**src/rtl/fetch_unit.sv**
```systemverilog
// fetch_unit: PC generator feeding an in-order fetch queue toward decode.
// Define FETCH_MISALIGN_TRAP_EN to halt fetch on misaligned redirects.
module fetch_unit #(
  parameter logic [31:0] RESET_PC    = 32'h0000_0000,
  parameter int          QUEUE_DEPTH = 2
) (
  input  logic        clk,
  input  logic        rst,
  output logic [31:0] pc,
  input  logic [31:0] instruction,
  input  logic        redirect_valid,
  input  logic [31:0] redirect_pc,
  output logic        out_valid,
  input  logic        out_ready,
  output logic [31:0] out_instruction,
  output logic [31:0] out_pc,
  output logic        misaligned
);

  localparam int PW = $clog2(QUEUE_DEPTH);
  localparam int CW = PW + 1;
  localparam logic [CW-1:0] DEPTH_C = CW'(QUEUE_DEPTH);
  localparam logic [31:0] ALIGN_MASK = 32'hFFFF_FFFC;

  typedef struct packed {
    logic [31:0] pc;
    logic [31:0] insn;
  } entry_t;

  typedef enum logic {
    FETCH,
    HALT
  } state_t;

  state_t        state_q;
  state_t        state_d;
  logic [31:0]   fetch_pc;
  logic [CW-1:0] count;
  logic [PW-1:0] rd_ptr;
  logic [PW-1:0] wr_ptr;
  entry_t        queue [QUEUE_DEPTH];
  logic          push;
  logic          pop;
  logic          mis_redirect;

`ifdef FETCH_MISALIGN_TRAP_EN
  assign mis_redirect = redirect_valid & (|redirect_pc[1:0]);
`else
  assign mis_redirect = 1'b0;
`endif

  assign pc              = fetch_pc;
  assign out_valid       = (count != '0);
  assign out_instruction = queue[rd_ptr].insn;
  assign out_pc          = queue[rd_ptr].pc;

  // Next state and push/pop qualification; redirect wins over both.
  always_comb begin
    state_d = state_q;
    pop     = out_valid & out_ready;
    push    = 1'b0;
    if (redirect_valid) begin
      state_d = mis_redirect ? HALT : FETCH;
    end else begin
      case (state_q)
        FETCH:   push = (count < DEPTH_C) | pop;
        HALT:    push = 1'b0;
        default: push = 1'b0;
      endcase
    end
  end

  // State, fetch address, pointers and occupancy.
  always_ff @(posedge clk) begin
    if (rst) begin
      state_q  <= FETCH;
      fetch_pc <= RESET_PC & ALIGN_MASK;
      count    <= '0;
      rd_ptr   <= '0;
      wr_ptr   <= '0;
    end else begin
      state_q <= state_d;
      if (redirect_valid) begin
        fetch_pc <= redirect_pc & ALIGN_MASK;
        count    <= '0;
        rd_ptr   <= '0;
        wr_ptr   <= '0;
      end else begin
        if (push) begin
          fetch_pc <= fetch_pc + 32'd4;
          wr_ptr   <= wr_ptr + PW'(1);
        end
        if (pop) begin
          rd_ptr <= rd_ptr + PW'(1);
        end
        case ({push, pop})
          2'b10:   count <= count + CW'(1);
          2'b01:   count <= count - CW'(1);
          default: count <= count;
        endcase
      end
    end
  end

  // Queue storage; contents are only observed behind count.
  always_ff @(posedge clk) begin
    if (!rst && push) begin
      queue[wr_ptr] <= '{pc: fetch_pc, insn: instruction};
    end
  end

`ifdef FETCH_MISALIGN_TRAP_EN
  logic mis_q;

  // Sticky until reset or the next aligned redirect.
  always_ff @(posedge clk) begin
    if (rst) begin
      mis_q <= 1'b0;
    end else if (redirect_valid) begin
      mis_q <= mis_redirect;
    end
  end

  assign misaligned = mis_q;
`else
  assign misaligned = 1'b0;
`endif

endmodule

```
**config.mk**
```make
export PLATFORM = sky130hd
export DESIGN_NAME = fetch_unit
export DESIGN_NICKNAME = d
export VERILOG_FILES = /design/src/rtl/fetch_unit.sv
export SDC_FILE = /design/constraint.sdc
export NUM_CORES = 1
export LEC_CHECK = 0
export CAP_MARGIN = 30
export CORE_AREA = 8 8 121 123
export CTS_CLUSTER_SIZE = 40
export DETAILED_ROUTE_END_ITERATION = 8
export DIE_AREA = 0 0 129 131
export PLACE_DENSITY = 0.91
export SLEW_MARGIN = 10
export SYNTH_ARGS = -nofsm -noshare
export SYNTH_HDL_FRONTEND = slang
export SYNTH_SLANG_ARGS = --single-unit
```
**constraint.sdc**
```tcl
create_clock -name clk -period 16.95 [get_ports clk]
set_clock_uncertainty 0.2 [all_clocks]
set_input_delay 3.39 -clock clk [delete_from_list [all_inputs] [get_ports clk]]
set_output_delay 3.39 -clock clk [all_outputs]
set_load 0.02 [all_outputs]
```
==> metrics.txt <==
result of the run complete, no violations; number of hold buffers added after CTS 0; class of the tightest hold or removal check reg -> reg; worst-case headroom to the max-slew limit a little under half; maximum operating frequency between 150 and 200 MHz; depth of the worst register-to-register path 5; gpl congestion about 0.8; min Tclk post-route 6.47 ns; sum of negative setup slack 0 ns; total number of cells along the worst setup path 6; number of cells traversed by the worst hold path 0; number of placed cells counting well taps 778; Worst Path Buf+Inv 3; antenna violations before repair 0; boundary pin count around 170; Critical Path Fanout Max 42; number of placement rows 42; arrival time of data at the critical path endpoint about 6.3 ns; Crit. End Element flip-flop; Detailed Route WL roughly 17000 um; delay of the slowest cell on the worst path about 0.66 ns; Worst Setup Start Kind primary input; reported max-cap violation count 0; Pwr Density around 110 nW/um^2; via count of the first global-routing pass 4630; HPWL Detailed 11400 um; remaining routing DRC violations 0; FFs w/ async S/R, synth 0%; Worst-Skew Late Latency about 0.4 ns; share of post-route cells with drive strength above 1 between 15 and 20%; Core ar. 12900 sq um; Via Count 4714; Power Total around 0.00094 W; Max Buffers Root-to-Sink 2; worst voltage drop across the vdd grid around 0.066 mV; via count normalized by instance count around 5.8; total clock sinks around 160; Clock Root Buffer sky130_fd_sc_hd__clkbuf_16; type of the setup path with the least slack in -> reg; post-synth cell types 46; worst slew pin tran ~0.80 ns; number of synthesized flops with an enable pin 124; final std cells w/o fill about 800; total leakage power 2.98 nW; die boundary width ~130 um; pin count of the biggest net entering global routing 47; all-layer global routing usage 19.3%; highest-delay cell along the critical path sky130_fd_sc_hd__clkdlybuf4s50_1; CP required about 17 ns; count of synthesis-stage warnings from yosys 0; total CTS buffers 17; clock slew at reported path FFs roughly 0.060 ns; register area share after synthesis 67.2%; final max-slew violation count 0; net count reported at finish a little under 700; initial drt markers 420; number of antenna-violating nets in the routed design 0; largest delay contributor family on the critical path buffers and inverters; TritonCTS clock tree built; number of endpoints with negative hold slack in the final report 0; area of the die approximately 17000 sq um; vertical die dimension between 100 and 150 um; average footprint of a synthesized cell ~14 sq um; summed instance area of the synthesized netlist 6590 sq um; post-route clock period utilization between 30% and 40%; GRT overflow 0; Post CTS Setup Buffer Count 0; Port-buffer cells approximately 160; detailed-route wire length per cell roughly 21 um; wire length of the first global-routing pass ~25000 um; initial core utilization around 51%; Synth Flop Type sky130_fd_sc_hd__edfxtp_1; number of flip-flops and latches in the synthesized netlist ~160; post-cts gate resize count 0; synthesized instance count 463; length of the first detailed-routing pass in iterations 6; number of diodes 0; unrepaired setup endpoints after global routing false; final setup violation count 0; H-tree levels 4; crit path cell chain clkdlybuf4s50_1 -> buf_16 -> or2_2 -> nor2_1 -> and2_2 -> buf_4; Area Overhead vs Synth 36.1%
[path summary, 6_finish.rpt]
check        startpoint           end  slack, ns
max                 rst  queue[1][48]      10.48
min reg2reg      pc[31]  queue[0][63]       0.31
min              pc[31]  queue[0][63]       0.31
max reg2reg    count[1]  queue[1][48]      14.15
[cell type report]
| cell class | instances | area, sq um |
|---|---|---|
| Sequential cell | 159 | 4430 |
| Clock buffer | 22 | 454 |
| Clock inverter | 10 | 163 |
| Timing Repair Buffer | 165 | 1650 |
| Inverter | 8 | 30.0 |
| Tap cell | 176 | 220 |
| Multi-Input combinational cell | 271 | 2020 |
| Fill cell | 847 | 3920 |
[routing by layer]
layer	GRT usage, %	routed length, um	part of all wire [%]
met1	22.3	6480	39
met2	32.8	8470	50
met3	5.97	1480	8.8
met4	7.81	383	2.3
met5	0	0	0
[synthesized netlist by cell type, types with 2 or more instances]
cell / count / area, sq um
sky130_fd_sc_hd__a221oi_1: 2 / 17.5
sky130_fd_sc_hd__and2_1: 10 / 62.6
sky130_fd_sc_hd__ha_1: 2 / 25.0
sky130_fd_sc_hd__buf_1: 3 / 11.3
sky130_fd_sc_hd__nand3_1: 11 / 55.1
sky130_fd_sc_hd__buf_4: 5 / 37.5
sky130_fd_sc_hd__nor4_1: 3 / 18.8
sky130_fd_sc_hd__o221ai_1: 4 / 35.0
sky130_fd_sc_hd__xnor2_1: 8 / 70.1
sky130_fd_sc_hd__or4_1: 9 / 67.6
sky130_fd_sc_hd__nor2_1: 28 / 105
sky130_fd_sc_hd__a211oi_1: 7 / 52.6
sky130_fd_sc_hd__o21ai_0: 4 / 20.0
sky130_fd_sc_hd__nand2_1: 20 / 75.1
sky130_fd_sc_hd__o311ai_0: 3 / 26.3
sky130_fd_sc_hd__clkbuf_1: 19 / 71.3
sky130_fd_sc_hd__and4_1: 6 / 52.6
sky130_fd_sc_hd__o41ai_1: 2 / 17.5
sky130_fd_sc_hd__nor3_1: 7 / 35.0
sky130_fd_sc_hd__inv_1: 7 / 26.3
sky130_fd_sc_hd__a21oi_1: 5 / 25.0
sky130_fd_sc_hd__a311oi_1: 11 / 96.3
sky130_fd_sc_hd__a31oi_1: 9 / 56.3
sky130_fd_sc_hd__o211ai_1: 2 / 15.0
sky130_fd_sc_hd__edfxtp_1: 124 / 3720
sky130_fd_sc_hd__or3_1: 13 / 81.3
sky130_fd_sc_hd__dfxtp_1: 35 / 701
sky130_fd_sc_hd__o31ai_1: 7 / 52.6
sky130_fd_sc_hd__nand4_1: 14 / 87.6
sky130_fd_sc_hd__mux2_2: 62 / 698
sky130_fd_sc_hd__or2_2: 3 / 18.8
sky130_fd_sc_hd__xor2_1: 4 / 35.0
[placed cells by master (no fill, tap or decap), drive strengths merged, types with 5 or more instances in the layout]
master         instances
buf                    6
dfxtp                 35
or4                    9
a311oi                11
xnor2                  8
clkbuf                23
a31oi                  9
nor3                   7
clkdlybuf4s50        158
o31ai                  7
a21oi                  5
and2                  10
nand2                 20
mux2                  62
nand4                 15
nor2                  28
or3                   14
nand3                 11
a211oi                 7
and4                   6
conb                   5
inv                    9
edfxtp               124
[where the power goes]
part,leakage (nW),switching [W],internal [W]
Clock,0.296,0.000144,0.000251
Combinational,1.24,0.0000480,0.0000496
Sequential,1.44,0.0000144,0.000438
[logic make-up (layout without fill, tap and decap cells)]
logic type,count (synthesis),count (layout),share of synthesized area (%)
and+or+nand+nor,129,129,10.7
DFF,159,159,67.2
xor gates and xnor gates,12,12,1.60
muxes,62,62,10.6
other,1,5,0.0569
adders and majority gates,2,2,0.380
AOI/OAI and AO/OA,61,61,6.99
buffers and inverters,37,205,2.53
[state kept, by name, indices dropped and copies added, names as in the netlist, named ones only]
| signal | flops |
|---|---|
| queue | 124 |
| pc | 30 |
| count | 2 |
| rd_ptr | 1 |
| wr_ptr | 1 |
[per-stage QoR]
step                hold slack [ns]  worst slack, ns  area, sq um  util (%)
CTS                           0.293            10.47         8950      69.6
global placement              0.269             9.77         8310      64.5
detailed placement            0.283            10.04         8340      64.8
finish                        0.311            10.48         8960      69.6
global route                  0.308            10.36         8960      69.6
floorplan                     0.275             7.91         6600         -
No activity file was read; power rests on OpenSTA's default activity.
